**src/rtl/wal_mac_pkg.sv**
```systemverilog
`default_nettype none
//==============================================================================
// Module      : wal_mac_pkg
// Description : Shared constants and FSM state type for the wal_mac_dot
//               streaming dot-product engine and its Wallace multiplier.
//               MUL_W  - operand width of the multiplier
//               PROD_W - full product width
//               CNT_W  - width of the product/term counters
// Revision    : 1.0 - initial release
//==============================================================================
package wal_mac_pkg;

   localparam int MUL_W  = 8;
   localparam int PROD_W = 16;
   localparam int CNT_W  = 8;

   typedef enum logic [1:0] {
      ACC   = 2'd0,
      FLUSH = 2'd1,
      DONE  = 2'd2
   } state_t;

endpackage : wal_mac_pkg
`default_nettype wire

```
**src/rtl/walmult8x8.sv**
```systemverilog
`default_nettype none
//==============================================================================
// Module      : walmult8x8
// Description : Combinational unsigned 8x8 Wallace-tree multiplier.
//               Eight shifted partial-product rows are compressed by layers of
//               3:2 carry-save adders (8 -> 6 -> 4 -> 3 -> 2 rows) and the two
//               surviving rows are summed by one carry-propagate adder.
// Ports       : opA     in  MUL_W   unsigned operand A
//               opB     in  MUL_W   unsigned operand B
//               product out PROD_W  opA * opB
// Revision    : 1.0 - initial release
//==============================================================================
module walmult8x8
   import wal_mac_pkg::*;
(
   input  logic [MUL_W-1:0]  opA,
   input  logic [MUL_W-1:0]  opB,
   output logic [PROD_W-1:0] product
);

   // Word-level 3:2 compressor; returns {carry, sum}. Carries out of the top
   // bit are dropped: the true product always fits in PROD_W bits, so the
   // modulo-2^PROD_W reduction is exact.
   function automatic logic [2*PROD_W-1:0] csa(
      input logic [PROD_W-1:0] x,
      input logic [PROD_W-1:0] y,
      input logic [PROD_W-1:0] z
   );
      logic [PROD_W-1:0] s;
      logic [PROD_W-1:0] c;
      s = x ^ y ^ z;
      c = ((x & y) | (x & z) | (y & z)) << 1;
      return {c, s};
   endfunction

   logic [PROD_W-1:0] w_pp [MUL_W];
   logic [PROD_W-1:0] w_l1 [6];
   logic [PROD_W-1:0] w_l2 [4];
   logic [PROD_W-1:0] w_l3 [3];
   logic [PROD_W-1:0] w_l4 [2];

   generate
      for (genvar i = 0; i < MUL_W; i++) begin : g_pp
         assign w_pp[i] = PROD_W'(opA & {MUL_W{opB[i]}}) << i;
      end
   endgenerate

   always_comb begin
      // layer 1: 8 rows -> 6
      {w_l1[1], w_l1[0]} = csa(w_pp[0], w_pp[1], w_pp[2]);
      {w_l1[3], w_l1[2]} = csa(w_pp[3], w_pp[4], w_pp[5]);
      w_l1[4]            = w_pp[6];
      w_l1[5]            = w_pp[7];
      // layer 2: 6 rows -> 4
      {w_l2[1], w_l2[0]} = csa(w_l1[0], w_l1[1], w_l1[2]);
      {w_l2[3], w_l2[2]} = csa(w_l1[3], w_l1[4], w_l1[5]);
      // layer 3: 4 rows -> 3
      {w_l3[1], w_l3[0]} = csa(w_l2[0], w_l2[1], w_l2[2]);
      w_l3[2]            = w_l2[3];
      // layer 4: 3 rows -> 2
      {w_l4[1], w_l4[0]} = csa(w_l3[0], w_l3[1], w_l3[2]);
      product            = w_l4[0] + w_l4[1];
   end

endmodule : walmult8x8
`default_nettype wire

```
**src/rtl/wal_mac_dot.sv**
```systemverilog
`default_nettype none
//==============================================================================
// Module      : wal_mac_dot
// Description : Streaming unsigned 8-bit dot-product engine. Operand pairs
//               arrive over valid/ready, are multiplied by walmult8x8, the
//               product is registered and then accumulated. A packet ends on
//               in_last or after N_TERMS beats; the sum is then presented on a
//               valid/ready result port.
//               Optional feature macro: MAC_SAT_EN - saturating accumulation
//               with a sticky overflow flag (default: wrap-around, out_ovf=0).
// Parameters  : N_TERMS - max products per packet (2..255)
//               ACC_W   - accumulator / result width (16..32)
// Ports       : clk       in   1      clock, rising edge
//               rst       in   1      synchronous reset, active low
//               in_valid  in   1      operand pair valid
//               in_ready  out  1      operand pair accepted
//               in_a/in_b in   8      unsigned operands
//               in_last   in   1      ends the packet on this beat
//               out_valid out  1      result valid
//               out_ready in   1      result accepted
//               out_sum   out  ACC_W  accumulated sum
//               out_count out  8      number of products in the sum
//               out_ovf   out  1      accumulator saturated
// Revision    : 1.0 - initial release
//==============================================================================
module wal_mac_dot
   import wal_mac_pkg::*;
#(
   parameter int N_TERMS = 8,
   parameter int ACC_W   = 20
) (
   input  logic             clk,
   input  logic             rst,
   input  logic             in_valid,
   output logic             in_ready,
   input  logic [MUL_W-1:0] in_a,
   input  logic [MUL_W-1:0] in_b,
   input  logic             in_last,
   output logic             out_valid,
   input  logic             out_ready,
   output logic [ACC_W-1:0] out_sum,
   output logic [CNT_W-1:0] out_count,
   output logic             out_ovf
);

   localparam logic [CNT_W-1:0] c_LAST_TERM = CNT_W'(N_TERMS - 1);

   state_t              r_state;
   logic                r_inReady;
   logic                r_outValid;
   logic [PROD_W-1:0]   w_prod;
   logic [PROD_W-1:0]   r_prodQ;
   logic                r_prodV;
   logic                r_prodLast;
   logic [ACC_W-1:0]    r_acc;
   logic [CNT_W-1:0]    r_cnt;
   logic [CNT_W-1:0]    r_termCnt;
   logic                w_accept;
   logic                w_terminal;
   logic [ACC_W-1:0]    w_base;
   logic [ACC_W-1:0]    w_addend;
   logic [ACC_W-1:0]    w_next;

   walmult8x8 u_mult (
      .opA     (in_a),
      .opB     (in_b),
      .product (w_prod)
   );

   // r_inReady is only ever set in ACC, so it alone qualifies acceptance.
   assign w_accept   = in_valid && r_inReady;
   // in_last on the N_TERMS-th beat is the same single terminal event.
   assign w_terminal = w_accept && (in_last || (r_termCnt == c_LAST_TERM));

   // The first term of a packet starts from zero rather than the old sum.
   assign w_base   = (r_cnt == '0) ? '0 : r_acc;
   assign w_addend = ACC_W'(r_prodQ);

`ifdef MAC_SAT_EN
   logic [ACC_W:0] w_sum;
   logic           r_ovf;

   assign w_sum  = {1'b0, w_base} + {1'b0, w_addend};
   assign w_next = w_sum[ACC_W] ? '1 : w_sum[ACC_W-1:0];

   // Sticky for the packet; cleared together with the sum on handshake.
   always_ff @(posedge clk) begin
      if (!rst) begin
         r_ovf <= 1'b0;
      end else if ((r_state == DONE) && out_ready) begin
         r_ovf <= 1'b0;
      end else if (r_prodV && w_sum[ACC_W]) begin
         r_ovf <= 1'b1;
      end
   end

   assign out_ovf = r_ovf;
`else
   assign w_next  = w_base + w_addend;
   assign out_ovf = 1'b0;
`endif

   always_ff @(posedge clk) begin
      if (!rst) begin
         r_state    <= ACC;
         r_inReady  <= 1'b0;
         r_outValid <= 1'b0;
         r_prodQ    <= '0;
         r_prodV    <= 1'b0;
         r_prodLast <= 1'b0;
         r_acc      <= '0;
         r_cnt      <= '0;
         r_termCnt  <= '0;
      end else begin
         r_prodV    <= w_accept;
         r_prodLast <= w_terminal;
         if (w_accept) begin
            r_prodQ   <= w_prod;
            r_termCnt <= w_terminal ? '0 : r_termCnt + 1'b1;
         end
         if (r_prodV) begin
            r_acc <= w_next;
            r_cnt <= r_cnt + 1'b1;
         end

         case (r_state)
            ACC: begin
               r_inReady <= 1'b1;
               if (w_terminal) begin
                  r_inReady <= 1'b0;
                  r_state   <= FLUSH;
               end
            end
            FLUSH: begin
               // The terminal product is being accumulated this cycle; the
               // registered terminal flag raises the result valid with it.
               r_outValid <= r_prodLast;
               r_state    <= DONE;
            end
            DONE: begin
               if (out_ready) begin
                  r_outValid <= 1'b0;
                  r_inReady  <= 1'b1;
                  r_acc      <= '0;
                  r_cnt      <= '0;
                  r_state    <= ACC;
               end
            end
            default: begin
               r_state <= ACC;
            end
         endcase
      end
   end

   assign in_ready  = r_inReady;
   assign out_valid = r_outValid;
   assign out_sum   = r_acc;
   assign out_count = r_cnt;

endmodule : wal_mac_dot
`default_nettype wire

```
**config.mk**
```make
export PLATFORM = sky130hd
export DESIGN_NAME = wal_mac_dot
export DESIGN_NICKNAME = d
export VERILOG_FILES = /design/src/rtl/wal_mac_pkg.sv /design/src/rtl/walmult8x8.sv /design/src/rtl/wal_mac_dot.sv
export SDC_FILE = /design/constraint.sdc
export NUM_CORES = 1
export LEC_CHECK = 0
export ABC_AREA = 1
export CAP_MARGIN = 30
export CORE_ASPECT_RATIO = 1.2
export CORE_MARGIN = 2
export CORE_UTILIZATION = 35
export CTS_BUF_LIST = sky130_fd_sc_hd__clkbuf_2 sky130_fd_sc_hd__clkbuf_4 sky130_fd_sc_hd__clkbuf_8
export DETAILED_ROUTE_END_ITERATION = 8
export PLACE_DENSITY = 0.6
export SYNTH_ARGS = -nofsm -noshare
export SYNTH_HDL_FRONTEND = slang
export SYNTH_HIERARCHICAL = 1
export SYNTH_SLANG_ARGS = --single-unit
```
**constraint.sdc**
```tcl
create_clock -name clk -period 5.1 [get_ports clk]
set_input_delay 0.765 -clock clk [delete_from_list [all_inputs] [get_ports clk]]
set_output_delay 0.765 -clock clk [all_outputs]
set_load 0.05 [all_outputs]
```
### After elaboration in Yosys (flattened, before gate mapping)

Index checks and enable logic that the tools add are counted.

* register bits after elaboration: 58
* input bits: 21
* output and inout bits: 31

* add/subtract/negate cells: 4
* equality and inequality tests: 5
* multiplexer cells: 16
* bitwise logic cells: 50
* reductions and logical operators: 10

Operators with widths (number)
* bitwise AND 15 bit: 18
* bitwise OR 15 bit: 12
* XOR 16 bit: 8
* two-way mux 20 bit: 4
* bitwise AND 8 bit: 8
* two-way mux 8 bit: 4
* adder 20 x 16 -> 20 bit: 1
* adder 16 bit: 1
* adder 8 x 1 -> 8 bit, second input constant: 2
* XOR 16 x 10 -> 16 bit: 1
* XOR 16 x 13 -> 16 bit: 1
* XOR 16 x 14 -> 16 bit: 1
* XOR 16 x 15 -> 16 bit: 1
* equality test 8 x 3 -> 1 bit, second input constant: 1
* logical NOT 8 bit: 1
* case mux 2 bit (3 select lines): 1
* AND reduction 2 bit: 3
* two-way mux 2 bit: 2
* inequality test 2 bit, second input constant: 2
* case mux 1 bit (2 select lines): 2
* nonzero test 2 bit: 2
* two-way mux 1 bit: 3
* equality test 2 x 1 -> 1 bit, second input constant: 1
* equality test 2 bit, second input constant: 1
* other kinds (3): 4

### Logic depth before layout (Yosys ltp)

Gate-level depths: netlist of the first run.

* word-level depth: 14
* mapped depth: 20

### Modules after synthesis

Netlist of the first run, hierarchy kept.

Modules (own cells, without submodules)
* wal_mac_dot: instances 1, cells each 535, area an instance 3505.9 µm², sequential area each 1161.1 µm²
* walmult8x8: instances 1, cells each 310, area an instance 2075.7 µm², sequential area each 0.0 µm²

### Worst setup path before layout of the first run

OpenSTA, ideal clock, no wires.

* kind: in2reg
* from: in in_a[2]
* to: reg r_prodQ[14]
* setup time: 0.116 ns
* data arrival time: 4.165 ns
* data required time: 4.984 ns
* setup slack: 0.819 ns
* stages on the path: 20
* path buffers: 1
* cell sequence: clkbuf_1 -> nand2_1 -> inv_1 -> fa_1 -> inv_1 -> fa_1 -> fa_1 -> fa_1 -> inv_1 -> ha_1 -> nand2_1 -> nand2_1 -> nand2_1 -> nand2_1 -> nand2_1 -> nand3_1 -> nand2_1 -> nand2_1 -> o21ai_0 -> nor2_1

* longest elaborated chain between the ends: 14
* elaborated cells between the ends (all ways): 51

Ends and longest elaborated chain
* start: declaration: line wal_mac_dot.sv:36 `input logic [MUL_W-1:0] in_a,`
* bitwise AND 8 bit: line walmult8x8.sv:44 `assign w_pp[i] = PROD_W'(opA & {MUL_W{opB[i]}}) << i;`
* bitwise AND 15 bit: line walmult8x8.sv:32 `c = ((x & y) | (x & z) | (y & z)) << 1;`
* bitwise OR 15 bit (2 in a row): line walmult8x8.sv:32
* bitwise AND 15 bit: line walmult8x8.sv:32
* bitwise OR 15 bit (2 in a row): line walmult8x8.sv:32
* bitwise AND 15 bit: line walmult8x8.sv:32
* bitwise OR 15 bit (2 in a row): line walmult8x8.sv:32
* bitwise AND 15 bit: line walmult8x8.sv:32
* bitwise OR 15 bit (2 in a row): line walmult8x8.sv:32
* adder 16 bit (*): line walmult8x8.sv:62 `product = w_l4[0] + w_l4[1];`
* via w_prod[14]: line wal_mac_dot.sv:51 `logic [PROD_W-1:0] w_prod;`
* end signal: assignment: line wal_mac_dot.sv:118 `r_prodQ <= w_prod;`
* end: declaration: line wal_mac_dot.sv:52 `logic [PROD_W-1:0] r_prodQ;`

The timed path passes the listed nets; every way through them passes the cells marked *.
A chain may end at the register's enable or synchronous reset.

### Final worst setup path of the first run

* from: in in_a[3]
* to: reg r_prodQ[12]

Same word-level chain as after synthesis.

==> results of run 1 <==
## power groups by stage
stage / Sequential, mW / Combinational, mW / Clock (mW)
global route: 0.498 / 0.899 / 0.477
finish: 0.494 / 0.773 / 0.449
detailed placement: 0.505 / 0.775 / 0
floorplan: 0.530 / 0.583 / 0
global placement: 0.504 / 0.771 / 0
CTS: 0.495 / 0.781 / 0.461
## cells in the final DEF, fill, tap and decap left out, drive strengths merged, types with 7 or more instances in the layout
cell type / n
xor2: 10
clkbuf: 12
nand3: 43
a21oi: 39
dfxtp: 58
fa: 40
o21ai: 33
nor2: 112
clkdlybuf4s50: 50
ha: 44
nand2: 216
inv: 178
nor3: 7
## cell type report
| type | count | area share, % |
|---|---|---|
| multi-input combinational | 578 | 56.0 |
| sequential | 58 | 18.0 |
| inverter | 178 | 10.3 |
| timing repair buffer | 56 | 8.44 |
| tap | 208 | 4.03 |
| clock buffer | 12 | 2.46 |
| clock inverter | 4 | 0.774 |
## critical path, stage by stage
cell,delay [ps]
sky130_fd_sc_hd__clkdlybuf4s50_1,560
sky130_fd_sc_hd__nand2_1,130
sky130_fd_sc_hd__inv_1,60
sky130_fd_sc_hd__fa_1,560
sky130_fd_sc_hd__inv_1,60
sky130_fd_sc_hd__fa_1,490
sky130_fd_sc_hd__fa_1,490
sky130_fd_sc_hd__inv_1,50
sky130_fd_sc_hd__fa_1,420
sky130_fd_sc_hd__ha_1,370
sky130_fd_sc_hd__a21oi_1,240
sky130_fd_sc_hd__nor2_1,60
sky130_fd_sc_hd__nor2_1,120
sky130_fd_sc_hd__nand2_1,60
sky130_fd_sc_hd__nand2_1,50
sky130_fd_sc_hd__nand2_1,50
sky130_fd_sc_hd__o21ai_0,160
sky130_fd_sc_hd__nor2_1,60
## registers in the layout, summed over array words and instances, names as in the netlist
| name | cells |
|---|---|
| out_valid | 1 |
| out_sum | 20 |
| r_termCnt | 8 |
| r_prodQ | 16 |
| in_ready | 1 |
| r_prodLast | 1 |
| r_state | 2 |
| out_count | 8 |
| r_prodV | 1 |
## stage by stage
step | std cells | util [%]
floorplan | 845 | -
global placement | 1078 | 40.2
detailed placement | 1078 | 40.2
CTS | 1094 | 41.5
global route | 1094 | 41.5
finish | 1094 | 41.5
## worst paths after layout
path,end,slack (ps),cells past startpoint
setup / recovery,r_prodQ[12],570,18
hold / removal,out_valid,470,2
setup reg to reg,out_sum[14],2230,17
hold reg to reg,out_valid,470,2
## logic make-up after synthesis
group | Yosys count | share of synthesized area, %
adder cells (fa/ha/maj) | 84 | 24.2
flip-flops | 58 | 20.8
buffers and inverters | 209 | 14.3
XOR/XNOR | 12 | 1.88
other | 1 | 0.0672
AND/OR/NAND/NOR | 394 | 30.0
AO/OA/AOI/OAI | 87 | 8.70
## per-layer routing
layer,GRT usage (%),up-vias,routed length (microns)
li1,-,2628,-
met1,18.9,2211,5640
met2,27.7,64,6030
met3,1.92,19,268
met4,5.95,0,259
met5,0,-,0
==> summary.log, run 1 <==
[logic_synthesis] library cell with the highest instance count after synthesis sky130_fd_sc_hd__nand2_1
[setup_path] critical path peak fanout 8
[routing] DR vias 4922
[timing] max_slew headroom 58.2%
[logic_synthesis] Yosys top cell area share 20.8%
[flow_run] # Max-Cap Violations 0
[pwr] Logic pwr share 45.0%
[clock_tree] clock tree root buffer cell sky130_fd_sc_hd__clkbuf_8
[timing] minimum clock period 4530 ps
[logic_synthesis] Main synth FF type sky130_fd_sc_hd__dfxtp_1
[die] Die W 119 microns
[cells_and_area] Layout Cell Area excl Fill 6460 sq um
[logic_synthesis] synthesized netlist net count 950
[logic_synthesis] sequential-to-total area share from yosys stat 20.8%
[global_route] vias in the first global route 4696
[timing] peak clock frequency supported by timing 221 MHz
[clock_tree] count of clock tree sinks 58
[die] Die H 142 microns
[routing] Pre-antenna DRT Iters 4
[timing] post-layout worst setup margin 574 ps
[routing] Detailed Route Iter0 Violations 164
[cells_and_area] area added between synthesis and finish 15.8%
[timing] Fin Setup TNS 0 ps
[logic_synthesis] post-synth top area cell sky130_fd_sc_hd__dfxtp_1
[logic_synthesis] EDFF count, synth 0
[logic_synthesis] total of warnings raised by yosys 6
[clock_tree] number of buffers on the longest clock path 2
[cells_and_area] antenna cells 0
[cells_and_area] share of cells above drive strength 1 5.19%
[routing] DRT antenna net count 0
[logic_synthesis] post-synthesis cell type count 40
[worst_hold_path] worst hold start out_valid
[logic_synthesis] Synth Area per Inst 6.61 sq um
[placed_design] Area after DPL 6250 sq um
[pwr] share of total power consumed by net switching 39.7%
[logic_synthesis] post-synthesis cell area 5580 sq um
[timing] final setup violating endpoints 0
[placed_design] number of input and output port buffers inserted 50
[clock_tree] buffers inserted during post-CTS setup optimization 0
[routing] post-detailed-route DRC marker count 0
[setup_path] R2R Path Start out_count[1]
[setup_path] Worst Setup SP in_a[3]
[timing] Fin Clk Skew 9.98 ps
[global_route] Total Routing Usage GR 15.5%
[worst_hold_path] worst hold path type reg -> reg
[pwr] switching power 681 uW
[timing] count of final max-slew check failures 0
[setup_path] CP endpoint kind register
[setup_path] Worst EP arrival 4770 ps
[clock_tree] Inserted Clock Buffers 9
[pwr] areal power density over the cells 266 nW/um^2
[logic_synthesis] Post-synth ARST share 0%
[logic_synthesis] Post-Syn Instances 845
[timing] Least-Margin Pin Slew 625 ps
[setup_path] Worst Path Class, Setup in -> reg
[routing] wire length reported by the detailed router 12200 microns
[placed_design] half-perimeter wire length after placement 9940 microns
[logic_synthesis] flops & latches, synth 58
[logic_synthesis] cell types with the largest area share after synthesis sky130_fd_sc_hd__dfxtp_1 (21%), sky130_fd_sc_hd__fa_1 (14%), sky130_fd_sc_hd__nand2_1 (14%), sky130_fd_sc_hd__inv_1 (12%), sky130_fd_sc_hd__ha_1 (9.9%)
[timing] Final Hold Vio Count 0
[die] starting utilization of the core area 35.8%
[setup_path] Req. time, crit path 5350 ps
[run_status] status complete, no violations
[global_route] number of antenna violations at the first check in global routing 0
[clock_tree] clock network latency to the later pin of the worst-skew pair 360 ps
[global_route] wire length of the first global-routing pass 21400 microns
[clock_tree] Post-CTS Hold Fix Bufs 0
[pwr] power share of the sequential group 28.8%
[clock_tree] CTS clk-pin slew, worst paths 70 ps
[pwr] design internal power 1.04 mW
[timing] unrepaired setup endpoints after global routing no
[pwr] largest vdd supply drop 0.107 mV
[clock_tree] quantity of gates resized following cts 0
[cells_and_area] number of nets in the finished design 986
[logic_synthesis] commonest cells in the synthesized netlist sky130_fd_sc_hd__nand2_1 (211), sky130_fd_sc_hd__inv_1 (174), sky130_fd_sc_hd__nor2_1 (109)
[routing] per-cell via count in the routed design 4.50
[setup_path] startpoint class of the critical path input port
[cells_and_area] footprint of the flip-flops and latches 1160 sq um
[pwr] total power after layout 1.72 mW
[die] standard-cell rows 50
[pwr] clock group share of total power 26.2%
[global_route] global route total overflow 0
[cells_and_area] fill cell count 1647
[placed_design] pre-CTS worst setup slack 193 ps
[die] area inside the core boundary 15600 sq um
[global_route] pin count of the biggest net entering global routing 28
[timing] hold slack final 471 ps
[die] full die area 17000 sq um
[timing] ratio of final minimum period to clock period 88.7%
[cells_and_area] area of the multi-input gates 3620 sq um
[placed_design] final weighted congestion in routability-driven placement 0.894
[pwr] Leakage 3.46 nW
[clock_tree] Max H-tree Level 3
[routing] Avg WL per Cell 11.1 microns
[clock_tree] TritonCTS clock tree built
[die] count of pins on the block boundary 52
Power figures use the tool's default switching activity.
==> run 2, diff against run 1 <==
Settings changed: CORE_MARGIN 2 to not set.
==> summary.log, run 2 (synthesized netlist as in run 1, its figures left out) <==
[run_status] status complete, no violations
[setup_path] end of the worst register-to-register path out_sum[14]
[clock_tree] TritonCTS clock tree built
[setup_path] Req. time, crit path 5330 ps
[setup_path] cell breakdown of the critical path clkdlybuf4s50_1 -> nand2_1 -> inv_1 -> fa_1 -> inv_1 -> fa_1 -> fa_1 -> inv_1 -> fa_1 -> ha_1 -> a21oi_1 -> nor2_1 -> nor2_1 -> nand2_1 -> nand2_1 -> nand2_1 -> o21ai_0 -> nor2_1
[die] count of pins on the block boundary 52
[setup_path] Worst EP arrival 4800 ps
[timing] unrepaired setup endpoints after global routing no
[pwr] clock group share of total power 24.7%
[routing] DRT antenna net count 0
[cells_and_area] number of nets in the finished design 986
[cells_and_area] share of cells above drive strength 1 4.98%
[setup_path] logic depth of the worst register-to-register path 17
[timing] post-layout worst setup margin 528 ps
[setup_path] worst path bufs/invs 4
[timing] Fin Clk Skew 8.50 ps
[timing] max_slew headroom 55.3%
[cells_and_area] antenna cells 0
[cells_and_area] fill cell count 1650
[cells_and_area] area of the multi-input gates 3620 sq um
[cells_and_area] area added between synthesis and finish 15.5%
[cells_and_area] most common cell after layout, fill and taps aside sky130_fd_sc_hd__nand2_1
[timing] final setup violating endpoints 0
[clock_tree] CTS clk-pin slew, worst paths 60 ps
[timing] hold slack final 470 ps
[die] standard-cell rows 50
[clock_tree] count of clock tree sinks 58
[die] Die H 140 microns
[placed_design] pre-CTS worst setup slack 160 ps
[pwr] Leakage 3.46 nW
[die] starting utilization of the core area 35.8%
[cells_and_area] footprint of the flip-flops and latches 1160 sq um
[die] area inside the core boundary 15600 sq um
[pwr] largest vdd supply drop 0.124 mV
[cells_and_area] Layout Cell Area excl Fill 6450 sq um
[setup_path] Worst Setup SP in_a[3]
[worst_hold_path] worst hold stages 2
[timing] count of final max-slew check failures 0
[global_route] global route total overflow 0
[setup_path] CP endpoint kind register
[setup_path] Worst Path Class, Setup in -> reg
[timing] Fin Setup TNS 0 ps
[routing] wire length reported by the detailed router 12000 microns
[die] full die area 16500 sq um
[timing] ratio of final minimum period to clock period 89.6%
[placed_design] final weighted congestion in routability-driven placement 0.851
[global_route] wire length of the first global-routing pass 21200 microns
[pwr] power share of the sequential group 29.5%
[global_route] vias in the first global route 4745
[clock_tree] Inserted Clock Buffers 9
[clock_tree] clock tree root buffer cell sky130_fd_sc_hd__clkbuf_8
[pwr] design internal power 1.02 mW
[worst_hold_path] terminating pin of the worst hold path out_valid
[clock_tree] buffers inserted during post-CTS setup optimization 0
[worst_hold_path] worst hold start out_valid
[timing] peak clock frequency supported by timing 219 MHz
[setup_path] crit-path leading delay family adder cells
[clock_tree] Post-CTS Hold Fix Bufs 0
[placed_design] half-perimeter wire length after placement 9810 microns
[setup_path] critical path peak fanout 8
[global_route] Total Routing Usage GR 16.1%
[global_route] number of antenna violations at the first check in global routing 0
[worst_hold_path] worst hold path type reg -> reg
[cells_and_area] commonest cells after routing, fill and taps aside sky130_fd_sc_hd__nand2_1 (211), sky130_fd_sc_hd__inv_1 (174), sky130_fd_sc_hd__nor2_1 (109)
[setup_path] startpoint class of the critical path input port
[routing] per-cell via count in the routed design 4.52
[routing] Detailed Route Iter0 Violations 192
[pwr] share of total power consumed by net switching 39.0%
[clock_tree] number of buffers on the longest clock path 2
[setup_path] setup slack, reg-to-reg 2280 ps
[pwr] Logic pwr share 45.7%
[global_route] pin count of the biggest net entering global routing 28
[routing] DR vias 4937
[setup_path] library cell contributing the largest single delay on the critical path sky130_fd_sc_hd__clkdlybuf4s50_1
[setup_path] R2R Path Start out_count[1]
[timing] Final Hold Vio Count 0
[flow_run] # Max-Cap Violations 0
[pwr] switching power 654 uW
[clock_tree] Max H-tree Level 3
[cells_and_area] max reg flops 20
[clock_tree] quantity of gates resized following cts 0
[die] Die W 117 microns
[routing] Avg WL per Cell 11.0 microns
[setup_path] slowest cell delay on critical path 580 ps
[placed_design] Area after DPL 6250 sq um
[routing] post-detailed-route DRC marker count 0
[timing] Least-Margin Pin Slew 669 ps
[timing] minimum clock period 4570 ps
[clock_tree] clock network latency to the later pin of the worst-skew pair 340 ps
[pwr] areal power density over the cells 260 nW/um^2
[routing] Pre-antenna DRT Iters 4
[placed_design] number of input and output port buffers inserted 50
## run 2: metal layers
metal | up-vias | wire length [microns] | global-route usage (%)
li1 | 2630 | - | -
met4 | 0 | 240 | 5.66
met3 | 19 | 282 | 2.47
met1 | 2214 | 5480 | 19.2
met5 | - | 0 | 0
met2 | 74 | 5980 | 28.7
## run 2: power groups by stage
stage	sequential, mW	combinational (mW)	clock, mW
floorplan	0.530	0.583	0
global placement	0.505	0.767	0
detailed placement	0.505	0.768	0
CTS	0.495	0.774	0.435
global route	0.498	0.897	0.457
finish	0.495	0.767	0.415
## run 2: cell type report
| class | instances | area share (%) |
|---|---|---|
| Sequential cell | 58 | 18.0 |
| Inverter | 178 | 10.4 |
| Tap cell | 208 | 4.04 |
| Clock inverter | 3 | 0.621 |
| Multi-Input combinational cell | 578 | 56.2 |
| Clock buffer | 11 | 2.35 |
| Timing Repair Buffer | 56 | 8.46 |
## run 2: how the worst max path moves through the flow
| stage | depth (start not counted) | to | slack (ps) |
|---|---|---|---|
| after floorplan | 20 | r_prodQ[14] | 820 |
| after global placement | 18 | r_prodQ[12] | 170 |
| after detailed placement | 20 | r_prodQ[14] | 160 |
| after CTS | 20 | r_prodQ[14] | 520 |
| after global routing | 18 | r_prodQ[12] | 210 |
| final | 18 | r_prodQ[12] | 530 |
## run 2: tightest hold or removal path, stage by stage (launching register included)
cell and delay [ps]:
sky130_fd_sc_hd__dfxtp_1 310, sky130_fd_sc_hd__nand2_1 60, sky130_fd_sc_hd__a21oi_1 60
## run 2: through the flow
step	total power [mW]	util [%]	std cells
after CTS	1.70	41.4	1092
final	1.68	41.4	1092
after global placement	1.27	40.2	1078
after detailed placement	1.27	40.2	1078
after global routing	1.85	41.4	1092
after floorplan	1.11	-	845
==> run 3, diff against run 2 <==
--- a/config.mk
+++ b/config.mk
@@ -9,7 +9,9 @@
 export CAP_MARGIN = 30
+export CELL_PAD_IN_SITES_DETAIL_PLACEMENT = 0
+export CELL_PAD_IN_SITES_GLOBAL_PLACEMENT = 1
 export CORE_ASPECT_RATIO = 1.2
-export CORE_UTILIZATION = 35
+export CORE_UTILIZATION = 43
 export CTS_BUF_LIST = sky130_fd_sc_hd__clkbuf_2 sky130_fd_sc_hd__clkbuf_4 sky130_fd_sc_hd__clkbuf_8
 export DETAILED_ROUTE_END_ITERATION = 8
-export PLACE_DENSITY = 0.6
+export PLACE_DENSITY = 0.9
 export SYNTH_ARGS = -nofsm -noshare
--- a/constraint.sdc
+++ b/constraint.sdc
@@ -3,2 +3,2 @@
 set_output_delay 0.765 -clock clk [all_outputs]
-set_load 0.05 [all_outputs]
+set_load 0.02 [all_outputs]
==> summary.log, run 3 (synthesized netlist as in run 1, its figures left out) <==
[run_status] status complete, no violations
[die] full die area 13400 sq um
[placed_design] Area after DPL 6200 sq um
[global_route] Total Routing Usage GR 20.0%
[cells_and_area] number of nets in the finished design 986
[clock_tree] clock tree root buffer cell sky130_fd_sc_hd__clkbuf_8
[setup_path] Req. time, crit path 5340 ps
[global_route] vias in the first global route 4897
[routing] WL met3 281 microns
[pwr] power share of the sequential group 28.2%
[die] count of pins on the block boundary 52
[die] starting utilization of the core area 44.1%
[die] Die W 106 microns
[pwr] total power after layout 1.76 mW
[routing] uppermost signal routing layer after detailed routing met4
[cells_and_area] antenna cells 0
[setup_path] startpoint class of the critical path input port
[routing] per-cell via count in the routed design 4.74
[pwr] clock group share of total power 29.6%
[global_route] global route total overflow 0
[clock_tree] Post-CTS Hold Fix Bufs 0
[timing] post-layout worst setup margin 542 ps
[clock_tree] quantity of gates resized following cts 0
[cells_and_area] area added between synthesis and finish 15.4%
[placed_design] half-perimeter wire length after placement 9940 microns
[timing] Fin Setup TNS 0 ps
[pwr] share of total power consumed by net switching 37.4%
[routing] detailed-route wire length on metal 1 5370 microns
[routing] total met2 wirelength after detailed routing 6390 microns
[timing] minimum clock period 4560 ps
[global_route] wire length of the first global-routing pass 21900 microns
[cells_and_area] Layout Cell Area excl Fill 6440 sq um
[setup_path] critical path peak fanout 8
[cells_and_area] share of cells above drive strength 1 5.19%
[placed_design] number of placed instances, taps included 1034
[timing] Fin Clk Skew 8.40 ps
[timing] hold slack final 472 ps
[clock_tree] number of buffers on the longest clock path 2
[timing] Final Hold Vio Count 0
[timing] final setup violating endpoints 0
[pwr] Leakage 3.48 nW
[routing] Detailed Route Iter0 Violations 139
[setup_path] library cell contributing the largest single delay on the critical path sky130_fd_sc_hd__clkdlybuf4s50_1
[worst_hold_path] worst hold path type reg -> reg
[routing] wire length reported by the detailed router 12200 microns
[clock_tree] count of clock tree sinks 58
[flow_run] # Max-Cap Violations 0
[routing] DR vias 4979
[clock_tree] Max H-tree Level 3
[routing] post-detailed-route DRC marker count 0
[timing] unrepaired setup endpoints after global routing no
[routing] DRT antenna net count 0
[setup_path] cell breakdown of the critical path clkdlybuf4s50_1 -> nand2_1 -> inv_1 -> fa_1 -> inv_1 -> fa_1 -> fa_1 -> inv_1 -> fa_1 -> ha_1 -> or2_2 -> nand3_1 -> nand2_1 -> nand2_1 -> nand2_1 -> o21ai_0 -> nor2_1
[timing] count of final max-slew check failures 0
[cells_and_area] number of standard cells in the layout, taps in and fillers out 1050
[clock_tree] CTS clk-pin slew, worst paths 70 ps
[pwr] largest vdd supply drop 0.135 mV
[cells_and_area] max reg flops 20
[clock_tree] buffers inserted during post-CTS setup optimization 0
[routing] Avg WL per Cell 11.6 microns
[placed_design] pre-CTS worst setup slack 175 ps
[placed_design] number of input and output port buffers inserted 50
[die] area inside the core boundary 12700 sq um
[timing] peak clock frequency supported by timing 219 MHz
[global_route] number of antenna violations at the first check in global routing 0
[clock_tree] Inserted Clock Buffers 9
[setup_path] CP endpoint kind register
[clock_tree] clock network latency to the later pin of the worst-skew pair 350 ps
[placed_design] final weighted congestion in routability-driven placement 0.865
[setup_path] slowest cell delay on critical path 570 ps
[setup_path] Worst Path Class, Setup in -> reg
[global_route] pin count of the biggest net entering global routing 28
[timing] Least-Margin Pin Slew 629 ps
[pwr] switching power 658 uW
[pwr] design internal power 1.10 mW
[cells_and_area] Layout Utilization 50.8%
[clock_tree] TritonCTS clock tree built
[routing] Pre-antenna DRT Iters 5
[pwr] areal power density over the cells 273 nW/um^2
[timing] max_slew headroom 57.9%
[setup_path] Worst EP arrival 4800 ps
[pwr] Logic pwr share 42.2%
[cells_and_area] most common cell after layout, fill and taps aside sky130_fd_sc_hd__nand2_1
[timing] ratio of final minimum period to clock period 89.4%
[die] Die H 127 microns
[cells_and_area] commonest cells after routing, fill and taps aside sky130_fd_sc_hd__nand2_1 (211), sky130_fd_sc_hd__inv_1 (174), sky130_fd_sc_hd__nor2_1 (109)
[die] standard-cell rows 45
==> run 3: cell types whose count changed in the layout (fill, tap and decap cells not counted), sizes merged <==
cell	change
bufinv	+2
clkbuf	-2
clkinv	+2
==> run 3: routing by layer <==
| metal | vias up | GRT usage [%] |
|---|---|---|
| li1 | 2644 | - |
| met1 | 2257 | 23.0 |
| met2 | 69 | 38.3 |
| met3 | 9 | 2.62 |
| met4 | 0 | 5.15 |
| met5 | - | 0 |
==> run 3: area by class of cell <==
type                    instances  area (sq um)
clock inverters                 7           118
repair buffers                 56           546
clock buffers                   9           124
flip-flops and latches         58          1160
inverters                     178           668
multi-input cells             578          3620
well taps                     164           205
fillers                      1314          6230
==> run 3: power by group through the flow <==
stage | Sequential [mW] | Clock, mW | Combinational (mW)
global placement | 0.505 | 0 | 0.742
finish | 0.496 | 0.521 | 0.743
global route | 0.499 | 0.558 | 0.875
CTS | 0.496 | 0.535 | 0.752
floorplan | 0.511 | 0 | 0.581
detailed placement | 0.506 | 0 | 0.747
==> run 3: final timing paths <==
check               startpoint           to  slack, ps  cells after the start
setup / recovery       in_a[3]  r_prodQ[13]        540                     17
hold / removal       out_valid    out_valid        470                      2
setup reg to reg  out_count[1]  out_sum[14]       2230                     17
hold reg to reg      out_valid    out_valid        470                      2
==> run 3: worst max-delay path, delay by kind of cell <==
family	cells	cell delay, ps
fa+ha+maj	5	2320
compound gates	1	170
simple gates	7	790
buf+inv	4	740
